### config.mk
export PLATFORM = sky130hd
export DESIGN_NAME = falafel_mp_frontend_flat
export DESIGN_NICKNAME = d
export VERILOG_FILES = /design/src/rtl/falafel_mp_frontend_if.sv /design/src/rtl/falafel_mp_frontend.sv /design/src/flat_wrapper.sv
export SDC_FILE = /design/constraint.sdc
export NUM_CORES = 2
export LEC_CHECK = 0
export CAP_MARGIN = 5
export CORE_ASPECT_RATIO = 0.6
export CORE_MARGIN = 5
export CORE_UTILIZATION = 45
export CTS_BUF_LIST = sky130_fd_sc_hd__clkbuf_16
export DETAILED_ROUTE_END_ITERATION = 10
export PLACE_DENSITY = 0.67
export SLEW_MARGIN = 0
export SYNTH_ARGS = -nofsm -noshare
export SYNTH_HDL_FRONTEND = slang
export SYNTH_SLANG_ARGS = --single-unit
### constraint.sdc
create_clock -name clk_i -period 5.4 [get_ports clk_i]
set_input_delay 1.08 -clock clk_i [delete_from_list [all_inputs] [get_ports clk_i]]
set_output_delay 1.08 -clock clk_i [all_outputs]
set_load 0.02 [all_outputs]
### src/rtl/falafel_mp_frontend_if.sv
// rtl/falafel_mp_frontend_if.sv - client and core handshake bundle for falafel_mp_frontend
// master = clients/core side, slave = front end.
interface falafel_mp_frontend_if #(
  parameter int NUM_PORTS = 4,
  parameter int DATA_W    = 64
);
  logic [NUM_PORTS-1:0]        cli_req_val_i;
  logic [NUM_PORTS-1:0]        cli_req_rdy_o;
  logic [NUM_PORTS-1:0]        cli_req_is_free_i;
  logic [NUM_PORTS*DATA_W-1:0] cli_req_data_i;
  logic [NUM_PORTS-1:0]        cli_resp_val_o;
  logic [NUM_PORTS-1:0]        cli_resp_rdy_i;
  logic [NUM_PORTS*DATA_W-1:0] cli_resp_data_o;
  logic                        core_req_val_o;
  logic                        core_req_rdy_i;
  logic                        core_req_is_free_o;
  logic [DATA_W-1:0]           core_req_data_o;
  logic                        core_resp_val_i;
  logic                        core_resp_rdy_o;
  logic [DATA_W-1:0]           core_resp_data_i;
  logic [31:0]                 stat_alloc_cnt_o;
  logic [31:0]                 stat_free_cnt_o;

  modport master (
    output cli_req_val_i, cli_req_is_free_i, cli_req_data_i, cli_resp_rdy_i,
           core_req_rdy_i, core_resp_val_i, core_resp_data_i,
    input  cli_req_rdy_o, cli_resp_val_o, cli_resp_data_o, core_req_val_o,
           core_req_is_free_o, core_req_data_o, core_resp_rdy_o,
           stat_alloc_cnt_o, stat_free_cnt_o
  );

  modport slave (
    input  cli_req_val_i, cli_req_is_free_i, cli_req_data_i, cli_resp_rdy_i,
           core_req_rdy_i, core_resp_val_i, core_resp_data_i,
    output cli_req_rdy_o, cli_resp_val_o, cli_resp_data_o, core_req_val_o,
           core_req_is_free_o, core_req_data_o, core_resp_rdy_o,
           stat_alloc_cnt_o, stat_free_cnt_o
  );
endinterface

### src/rtl/falafel_mp_frontend.sv
// rtl/falafel_mp_frontend.sv - per-client request FIFOs, round-robin merge to falafel_core, in-order response steering
// Optional issue counters are built only with FALAFEL_FE_STATS_EN defined.
module falafel_mp_frontend #(
  parameter int NUM_PORTS       = 4,
  parameter int DATA_W          = 64,
  parameter int FIFO_DEPTH      = 4,
  parameter int MAX_OUTSTANDING = 8
) (
  input logic                  clk_i,
  input logic                  rst_i,
  falafel_mp_frontend_if.slave bus
);
  localparam int PW  = (NUM_PORTS > 1) ? $clog2(NUM_PORTS) : 1;
  localparam int AW  = $clog2(FIFO_DEPTH);
  localparam int CW  = AW + 1;
  localparam int TW  = (MAX_OUTSTANDING > 1) ? $clog2(MAX_OUTSTANDING) : 1;
  localparam int TCW = $clog2(MAX_OUTSTANDING + 1);

  logic [NUM_PORTS-1:0][FIFO_DEPTH-1:0][DATA_W-1:0] fifo_data_q, fifo_data_d;
  logic [NUM_PORTS-1:0][FIFO_DEPTH-1:0]             fifo_free_q, fifo_free_d;
  logic [NUM_PORTS-1:0][AW-1:0]                     wr_ptr_q, wr_ptr_d;
  logic [NUM_PORTS-1:0][AW-1:0]                     rd_ptr_q, rd_ptr_d;
  logic [NUM_PORTS-1:0][CW-1:0]                     cnt_q, cnt_d;
  logic [PW-1:0]                                    rr_ptr_q, rr_ptr_d;
  logic                                             core_req_val_q, core_req_val_d;
  logic                                             core_req_is_free_q, core_req_is_free_d;
  logic [DATA_W-1:0]                                core_req_data_q, core_req_data_d;
  logic [MAX_OUTSTANDING-1:0][PW-1:0]               tag_mem_q, tag_mem_d;
  logic [TW-1:0]                                    tag_wr_q, tag_wr_d;
  logic [TW-1:0]                                    tag_rd_q, tag_rd_d;
  logic [TCW-1:0]                                   tag_cnt_q, tag_cnt_d;
  logic [NUM_PORTS-1:0]                             resp_val_q, resp_val_d;
  logic [NUM_PORTS-1:0][DATA_W-1:0]                 resp_data_q, resp_data_d;

  logic [NUM_PORTS-1:0]             head_free;
  logic [NUM_PORTS-1:0][DATA_W-1:0] head_data;
  logic [NUM_PORTS-1:0]             elig;
  logic [NUM_PORTS-1:0]             push;
  logic [NUM_PORTS-1:0]             pop;
  logic [PW-1:0]                    grant;
  logic                             grant_vld;
  logic                             load;
  logic                             tag_room;
  logic                             tag_push;
  logic                             tag_pop;
  logic [PW-1:0]                    head_tag;
  logic                             core_resp_rdy;

  // The tag check uses registered occupancy only, so a response popping a tag
  // this cycle does not unblock an alloc until the next one.
  always_comb begin
    tag_room  = (tag_cnt_q != TCW'(MAX_OUTSTANDING));
    head_free = '0;
    head_data = '0;
    elig      = '0;
    for (int p = 0; p < NUM_PORTS; p++) begin
      head_free[p] = fifo_free_q[p][rd_ptr_q[p]];
      head_data[p] = fifo_data_q[p][rd_ptr_q[p]];
      elig[p]      = (cnt_q[p] != '0) && (head_free[p] || tag_room);
    end
  end

  always_comb begin
    int          idx_i;
    logic [PW-1:0] idx;
    grant     = '0;
    grant_vld = 1'b0;
    idx_i     = 0;
    idx       = '0;
    for (int i = 0; i < NUM_PORTS; i++) begin
      idx_i = (int'(rr_ptr_q) + i) % NUM_PORTS;
      idx   = PW'(idx_i);
      if (!grant_vld && elig[idx]) begin
        grant_vld = 1'b1;
        grant     = idx;
      end
    end
  end

  assign load     = grant_vld && (!core_req_val_q || bus.core_req_rdy_i);
  assign tag_push = load && !head_free[grant];

  always_comb begin
    rr_ptr_d = rr_ptr_q;
    if (load) begin
      rr_ptr_d = (grant == PW'(NUM_PORTS - 1)) ? '0 : grant + 1'b1;
    end
  end

  always_comb begin
    fifo_data_d = fifo_data_q;
    fifo_free_d = fifo_free_q;
    wr_ptr_d    = wr_ptr_q;
    rd_ptr_d    = rd_ptr_q;
    cnt_d       = cnt_q;
    push        = '0;
    pop         = '0;
    for (int p = 0; p < NUM_PORTS; p++) begin
      push[p] = bus.cli_req_val_i[p] && (cnt_q[p] != CW'(FIFO_DEPTH));
      pop[p]  = load && (grant == PW'(p));
      if (push[p]) begin
        fifo_data_d[p][wr_ptr_q[p]] = bus.cli_req_data_i[p*DATA_W +: DATA_W];
        fifo_free_d[p][wr_ptr_q[p]] = bus.cli_req_is_free_i[p];
        wr_ptr_d[p]                 = wr_ptr_q[p] + 1'b1;
      end
      if (pop[p]) begin
        rd_ptr_d[p] = rd_ptr_q[p] + 1'b1;
      end
      cnt_d[p] = cnt_q[p] + CW'(push[p]) - CW'(pop[p]);
    end
  end

  always_comb begin
    core_req_val_d     = core_req_val_q;
    core_req_is_free_d = core_req_is_free_q;
    core_req_data_d    = core_req_data_q;
    if (!core_req_val_q || bus.core_req_rdy_i) begin
      core_req_val_d = grant_vld;
      if (grant_vld) begin
        core_req_is_free_d = head_free[grant];
        core_req_data_d    = head_data[grant];
      end
    end
  end

  // Responses return in issue order, so the oldest tag names the target slot.
  always_comb begin
    head_tag      = tag_mem_q[tag_rd_q];
    core_resp_rdy = (tag_cnt_q != '0) &&
                    (!resp_val_q[head_tag] || bus.cli_resp_rdy_i[head_tag]);
    tag_pop       = bus.core_resp_val_i && core_resp_rdy;
    tag_mem_d     = tag_mem_q;
    tag_wr_d      = tag_wr_q;
    tag_rd_d      = tag_rd_q;
    if (tag_push) begin
      tag_mem_d[tag_wr_q] = grant;
      tag_wr_d = (tag_wr_q == TW'(MAX_OUTSTANDING - 1)) ? '0 : tag_wr_q + 1'b1;
    end
    if (tag_pop) begin
      tag_rd_d = (tag_rd_q == TW'(MAX_OUTSTANDING - 1)) ? '0 : tag_rd_q + 1'b1;
    end
    tag_cnt_d = tag_cnt_q + TCW'(tag_push) - TCW'(tag_pop);
  end

  always_comb begin
    resp_val_d  = resp_val_q;
    resp_data_d = resp_data_q;
    for (int p = 0; p < NUM_PORTS; p++) begin
      if (resp_val_q[p] && bus.cli_resp_rdy_i[p]) begin
        resp_val_d[p] = 1'b0;
      end
    end
    if (tag_pop) begin
      resp_val_d[head_tag]  = 1'b1;
      resp_data_d[head_tag] = bus.core_resp_data_i;
    end
  end

  always_ff @(posedge clk_i) begin
    if (rst_i) begin
      wr_ptr_q           <= '0;
      rd_ptr_q           <= '0;
      cnt_q              <= '0;
      rr_ptr_q           <= '0;
      core_req_val_q     <= 1'b0;
      core_req_is_free_q <= 1'b0;
      core_req_data_q    <= '0;
      tag_wr_q           <= '0;
      tag_rd_q           <= '0;
      tag_cnt_q          <= '0;
      resp_val_q         <= '0;
      resp_data_q        <= '0;
    end else begin
      wr_ptr_q           <= wr_ptr_d;
      rd_ptr_q           <= rd_ptr_d;
      cnt_q              <= cnt_d;
      rr_ptr_q           <= rr_ptr_d;
      core_req_val_q     <= core_req_val_d;
      core_req_is_free_q <= core_req_is_free_d;
      core_req_data_q    <= core_req_data_d;
      tag_wr_q           <= tag_wr_d;
      tag_rd_q           <= tag_rd_d;
      tag_cnt_q          <= tag_cnt_d;
      resp_val_q         <= resp_val_d;
      resp_data_q        <= resp_data_d;
    end
  end

  // Storage arrays are gated by the pointers/counts and need no reset.
  always_ff @(posedge clk_i) begin
    fifo_data_q <= fifo_data_d;
    fifo_free_q <= fifo_free_d;
    tag_mem_q   <= tag_mem_d;
  end

  always_comb begin
    bus.cli_req_rdy_o = '0;
    for (int p = 0; p < NUM_PORTS; p++) begin
      bus.cli_req_rdy_o[p] = (cnt_q[p] != CW'(FIFO_DEPTH));
    end
  end

  assign bus.cli_resp_val_o     = resp_val_q;
  assign bus.cli_resp_data_o    = resp_data_q;
  assign bus.core_req_val_o     = core_req_val_q;
  assign bus.core_req_is_free_o = core_req_is_free_q;
  assign bus.core_req_data_o    = core_req_data_q;
  assign bus.core_resp_rdy_o    = core_resp_rdy;

`ifdef FALAFEL_FE_STATS_EN
  logic [31:0] stat_alloc_q, stat_alloc_d;
  logic [31:0] stat_free_q, stat_free_d;

  always_comb begin
    stat_alloc_d = stat_alloc_q;
    stat_free_d  = stat_free_q;
    if (core_req_val_q && bus.core_req_rdy_i) begin
      if (core_req_is_free_q) begin
        if (stat_free_q != '1) stat_free_d = stat_free_q + 1'b1;
      end else begin
        if (stat_alloc_q != '1) stat_alloc_d = stat_alloc_q + 1'b1;
      end
    end
  end

  always_ff @(posedge clk_i) begin
    if (rst_i) begin
      stat_alloc_q <= '0;
      stat_free_q  <= '0;
    end else begin
      stat_alloc_q <= stat_alloc_d;
      stat_free_q  <= stat_free_d;
    end
  end

  assign bus.stat_alloc_cnt_o = stat_alloc_q;
  assign bus.stat_free_cnt_o  = stat_free_q;
`else
  assign bus.stat_alloc_cnt_o = '0;
  assign bus.stat_free_cnt_o  = '0;
`endif
endmodule

### src/flat_wrapper.sv
// flat-port wrapper written by rule: the top's interface ports become plain ports
module falafel_mp_frontend_flat 
#(
  parameter int NUM_PORTS       = 4,
  parameter int DATA_W          = 64,
  parameter int FIFO_DEPTH      = 4,
  parameter int MAX_OUTSTANDING = 8
)
  (clk_i, rst_i, bus_cli_req_val_i, bus_cli_req_is_free_i, bus_cli_req_data_i, bus_cli_resp_rdy_i, bus_core_req_rdy_i, bus_core_resp_val_i, bus_core_resp_data_i, bus_cli_req_rdy_o, bus_cli_resp_val_o, bus_cli_resp_data_o, bus_core_req_val_o, bus_core_req_is_free_o, bus_core_req_data_o, bus_core_resp_rdy_o, bus_stat_alloc_cnt_o, bus_stat_free_cnt_o);
  falafel_mp_frontend_if #(.NUM_PORTS(NUM_PORTS), .DATA_W(DATA_W)) bus_i ();
  input logic clk_i;
  input logic rst_i;
  input wire logic [$bits(bus_i.cli_req_val_i)-1:0] bus_cli_req_val_i;
  input wire logic [$bits(bus_i.cli_req_is_free_i)-1:0] bus_cli_req_is_free_i;
  input wire logic [$bits(bus_i.cli_req_data_i)-1:0] bus_cli_req_data_i;
  input wire logic [$bits(bus_i.cli_resp_rdy_i)-1:0] bus_cli_resp_rdy_i;
  input wire logic [$bits(bus_i.core_req_rdy_i)-1:0] bus_core_req_rdy_i;
  input wire logic [$bits(bus_i.core_resp_val_i)-1:0] bus_core_resp_val_i;
  input wire logic [$bits(bus_i.core_resp_data_i)-1:0] bus_core_resp_data_i;
  output wire logic [$bits(bus_i.cli_req_rdy_o)-1:0] bus_cli_req_rdy_o;
  output wire logic [$bits(bus_i.cli_resp_val_o)-1:0] bus_cli_resp_val_o;
  output wire logic [$bits(bus_i.cli_resp_data_o)-1:0] bus_cli_resp_data_o;
  output wire logic [$bits(bus_i.core_req_val_o)-1:0] bus_core_req_val_o;
  output wire logic [$bits(bus_i.core_req_is_free_o)-1:0] bus_core_req_is_free_o;
  output wire logic [$bits(bus_i.core_req_data_o)-1:0] bus_core_req_data_o;
  output wire logic [$bits(bus_i.core_resp_rdy_o)-1:0] bus_core_resp_rdy_o;
  output wire logic [$bits(bus_i.stat_alloc_cnt_o)-1:0] bus_stat_alloc_cnt_o;
  output wire logic [$bits(bus_i.stat_free_cnt_o)-1:0] bus_stat_free_cnt_o;
  assign bus_i.cli_req_val_i = bus_cli_req_val_i;
  assign bus_i.cli_req_is_free_i = bus_cli_req_is_free_i;
  assign bus_i.cli_req_data_i = bus_cli_req_data_i;
  assign bus_i.cli_resp_rdy_i = bus_cli_resp_rdy_i;
  assign bus_i.core_req_rdy_i = bus_core_req_rdy_i;
  assign bus_i.core_resp_val_i = bus_core_resp_val_i;
  assign bus_i.core_resp_data_i = bus_core_resp_data_i;
  assign bus_cli_req_rdy_o = bus_i.cli_req_rdy_o;
  assign bus_cli_resp_val_o = bus_i.cli_resp_val_o;
  assign bus_cli_resp_data_o = bus_i.cli_resp_data_o;
  assign bus_core_req_val_o = bus_i.core_req_val_o;
  assign bus_core_req_is_free_o = bus_i.core_req_is_free_o;
  assign bus_core_req_data_o = bus_i.core_req_data_o;
  assign bus_core_resp_rdy_o = bus_i.core_resp_rdy_o;
  assign bus_stat_alloc_cnt_o = bus_i.stat_alloc_cnt_o;
  assign bus_stat_free_cnt_o = bus_i.stat_free_cnt_o;
  falafel_mp_frontend #(.NUM_PORTS(NUM_PORTS), .DATA_W(DATA_W), .FIFO_DEPTH(FIFO_DEPTH), .MAX_OUTSTANDING(MAX_OUTSTANDING)) u_core (.clk_i(clk_i), .rst_i(rst_i), .bus(bus_i));
endmodule
==> flow_summary_export.csv <==
group,metric,value,unit
hold_path,min_path_type,"register to register",
grt,grt_pass1_wl,217000,um
outcome,outcome,"finished, final reports clean",
critical_path,start_kind,"register",
yosys,synthCells,3020,
routing,first_iter_violations,3102,
power_and_ir_drop,p_per_area,510,nW/um^2
sta,finalWorstSetupSlack,743,ps
clocking,clockBufferDepth,3,
hold_path,worstHoldEndpoint,"u_core.bus.core_req_data_o[49]",
critical_path,crit_cells,5,
clocking,cts_resized,0,
floorplan,pin_count,731,
power_and_ir_drop,p_leak,22.0,nW
critical_path,cp.arrival,3580,ps
power_and_ir_drop,seqPwrFrac,0.408,
floorplan,die-width,458,um
sta,worstMarginPinSlew,1090,ps
critical_path,cpMaxStageDelayCell,"clkdlybuf4s50_1",
clocking,cts_buffers,135,
yosys,syn_area_per_cell,18.0,um^2
grt,grt_pass1_vias,29300,
critical_path,cpPeakStageDelay,630,ps
grt,grt_use_total,0.236,
clocking,cts_post_setup_buffers_inserted,0,
hold_path,whs_path_depth,2,
critical_path,path_buf_inv,1,
critical_path,rr_endpoint,"u_core.tag_cnt_q[2]",
routing,drtAntennaViolNets,0,
run,drv_cap,0,
yosys,seq_area_frac_synth,0.719,
floorplan,core,119000,um^2
layout,postLayoutCellArea,67000,um^2
sta,tns,0,ps
clocking,holdBufCountCts,0,
grt,grt.overflow.total,0,
grt,grt_max_degree,131,
clocking,cts_sinks,1422,
grt,grt_antenna_before_repair,68,
yosys,synth.most_common_cell,"edfxtp_1",
sta,slew_headroom,0.274,
clocking,cts_root_buf,"clkbuf_16",
clocking,cts_htree_levels,4,
sta,fmaxAchievable,0.215,GHz
layout,drive_gt1_frac,0.179,
routing,drcViolationCount,0,
placement,dp_hpwl,104000,um
floorplan,rows,98,
routing,dr.pass1.iters,5,
critical_path,r2r_slack,960,ps
yosys,synth_seq_cells,1422,
routing,wl,154000,um
critical_path,cp.required,4320,ps
yosys,async_flop_share,0,
placement,dp_slack,916,ps
hold_path,min_from,"u_core.bus.core_req_data_o[49]",
layout,stdcell_count,5467,
floorplan,die_h,279,um
power_and_ir_drop,p_int,23.4,mW
routing,vias_per_cell,5.47,
sta,fin_crit_sh,0.862,
power_and_ir_drop,p_clk_frac,0.270,
clocking,cts_tree,"yes",
yosys,synth_area_leaders,"edfxtp_1 58%, dfxtp_1 13%, mux4_2 11%",
placement,io_buffers,666,
routing,wl_per_cell,28.2,um
layout,nets,4095,
yosys,yosys_warnings,0,
yosys,synth_flop_cell,"edfxtp_1",
critical_path,end_kind,"output port",
placement,dp_cells,5179,
sta,clock_skew,30.2,ps
power_and_ir_drop,pwr-share-comb,0.322,
power_and_ir_drop,max-vdd-ir-drop,0.420,mV
critical_path,timing.rr.start,"u_core.tag_cnt_q[2]",
critical_path,crit_fanout,7,
yosys,synth_area,54300,um^2
sta,slew_viol_final,0,
yosys,synthTopCellsByCount,"1056 x edfxtp_1, 366 x dfxtp_1, 296 x nor2_1",
critical_path,r2r_cells,14,
critical_path,crit_type,"register to output port",
yosys,synth_edf_count,1056,
placement,placed_area,62700,um^2
sta,final-setup-viol-count,0,
layout,area_growth,23.5,%
sta,rsz0062_at_grt,"false",
placement,gp_congestion,0.871,
routing,vias,29900,
critical_path,critPathTopFamily,"multiplexers",
power_and_ir_drop,power,34.2,mW
yosys,ys_types,53,
power_and_ir_drop,p_sw,10.8,mW
critical_path,crit_chain,"mux4_2 -> mux2i_1 -> mux2_2 -> nor2_1 -> clkdlybuf4s50_1",
yosys,synth_top_area_cell,"edfxtp_1",
power_and_ir_drop,switching_share,0.317,
sta,finalHoldViolCount,0,
floorplan,die_area,128000,um^2
clocking,path_clk_slew,70,ps
sta,fin_crit,4660,ps
clocking,clock_latency,760,ps
floorplan,start_util,0.454,
yosys,synth_top_area_frac,0.584,
-- metal layers --
metal  vias up  global-route usage  wire, um  part of all wire
met5         -                   0       123           0.00080
met4        20              0.0916      4410             0.029
met3       248              0.0678     13400             0.087
met2      1243               0.334     68300              0.44
met1     15400               0.348     67900              0.44
li1      13000                   -         -                 -
-- area by class of cell --
class                      count  area [um^2]
fill                        9172        52400
sequential                  1422        39100
multi-input combinational   1387        14100
timing repair buffer         732         7300
clock buffer                 137         3430
tap                         1600         2000
clock inverter               109          845
inverter                      38          148
antenna                       42          105
-- worst register-to-register path, cell delays in order, from the launching register on --
cell	delay (ps)
dfxtp_1	300
inv_1	90
ha_1	150
or3b_1	520
o32a_1	270
a211o_1	240
and3_1	350
inv_6	570
a221oi_1	150
a211oi_2	740
ha_1	290
inv_1	60
fa_1	400
xor2_1	140
nor2_1	50
-- per-stage QoR --
| stage | util | hold WS (ps) |
|---|---|---|
| global route | 0.561 | 478 |
| finish | 0.561 | 458 |
| detailed placement | 0.525 | 445 |
| global placement | 0.525 | 438 |
| floorplan | - | 485 |
| CTS | 0.560 | 455 |
-- flip-flops by register name, indices dropped and copies added (netlist names) --
register	count
u_core.bus.cli_resp_val_o	4
u_core.tag_mem_q	16
u_core.wr_ptr_q	8
u_core.fifo_free_q	16
u_core.tag_wr_q	3
u_core.cnt_q	12
u_core.rd_ptr_q	8
u_core.bus.core_req_is_free_o	1
u_core.fifo_data_q	1024
u_core.bus.core_req_data_o	64
u_core.bus.cli_resp_data_o	256
u_core.tag_cnt_q	4
u_core.rr_ptr_q	2
u_core.tag_rd_q	3
u_core.bus.core_req_val_o	1
-- power groups by stage --
| stage | clock [mW] | sequential (mW) | combinational, mW |
|---|---|---|---|
| global route | 9.90 | 14.1 | 11.7 |
| global placement | 0 | 14.1 | 10.9 |
| detailed placement | 0 | 14.2 | 11.0 |
| CTS | 9.42 | 14.0 | 11.1 |
| floorplan | 0 | 14.6 | 6.63 |
| finish | 9.25 | 14.0 | 11.0 |
-- layout by cell type, fill, tap and decap left out, types with 4 or more instances in the layout --
master / netlist / final
conb_1: 1 / 64
nand2b_1: 6 / 5
nand3_1: 6 / 6
dfxtp_1: 366 / 358
ha_1: 38 / 38
clkinv_2: 0 / 17
and3_4: 0 / 16
nor3_4: 0 / 4
inv_6: 0 / 7
inv_1: 36 / 73
xnor2_1: 14 / 14
bufinv_16: 0 / 9
dfxtp_4: 0 / 8
buf_4: 69 / 55
edfxtp_1: 1056 / 1056
a22oi_1: 64 / 64
clkdlybuf4s50_1: 0 / 665
mux2_2: 130 / 130
and2_1: 8 / 8
nor2_1: 296 / 294
clkinv_1: 0 / 26
a21oi_1: 72 / 72
nand2_1: 77 / 77
fa_1: 5 / 5
xor2_1: 8 / 8
mux4_2: 264 / 264
mux2i_1: 268 / 268
diode_2: 0 / 42
nor2b_1: 9 / 9
buf_12: 0 / 11
clkbuf_16: 0 / 137
-- logic make-up (layout without fill, tap and decap cells) --
logic type | after synthesis | count (layout) | synth area share
flip-flops | 1422 | 1422 | 0.719
multiplexers | 664 | 664 | 0.187
AND/OR/NAND/NOR | 439 | 439 | 0.0343
buffers and inverters | 274 | 1016 | 0.0270
AO/OA/AOI/OAI | 155 | 155 | 0.0187
adder cells (fa/ha/maj) | 43 | 43 | 0.0106
XOR/XNOR | 22 | 22 | 0.00355
other | 1 | 106 | 0.0000691
-- worst max path at each step --
stage / from / to / slack [ps]
finish: u_core.tag_rd_q[0] / bus_core_resp_rdy_o / 740
floorplan: u_core.tag_cnt_q[2] / u_core.cnt_q[5] / 1530
global placement: u_core.tag_cnt_q[2] / u_core.tag_cnt_q[2] / 990
global route: u_core.tag_rd_q[0] / bus_core_resp_rdy_o / 590
CTS: u_core.tag_rd_q[0] / bus_core_resp_rdy_o / 640
detailed placement: u_core.tag_cnt_q[2] / u_core.tag_cnt_q[2] / 920
Note: power is estimated with default switching activity, not from simulation.
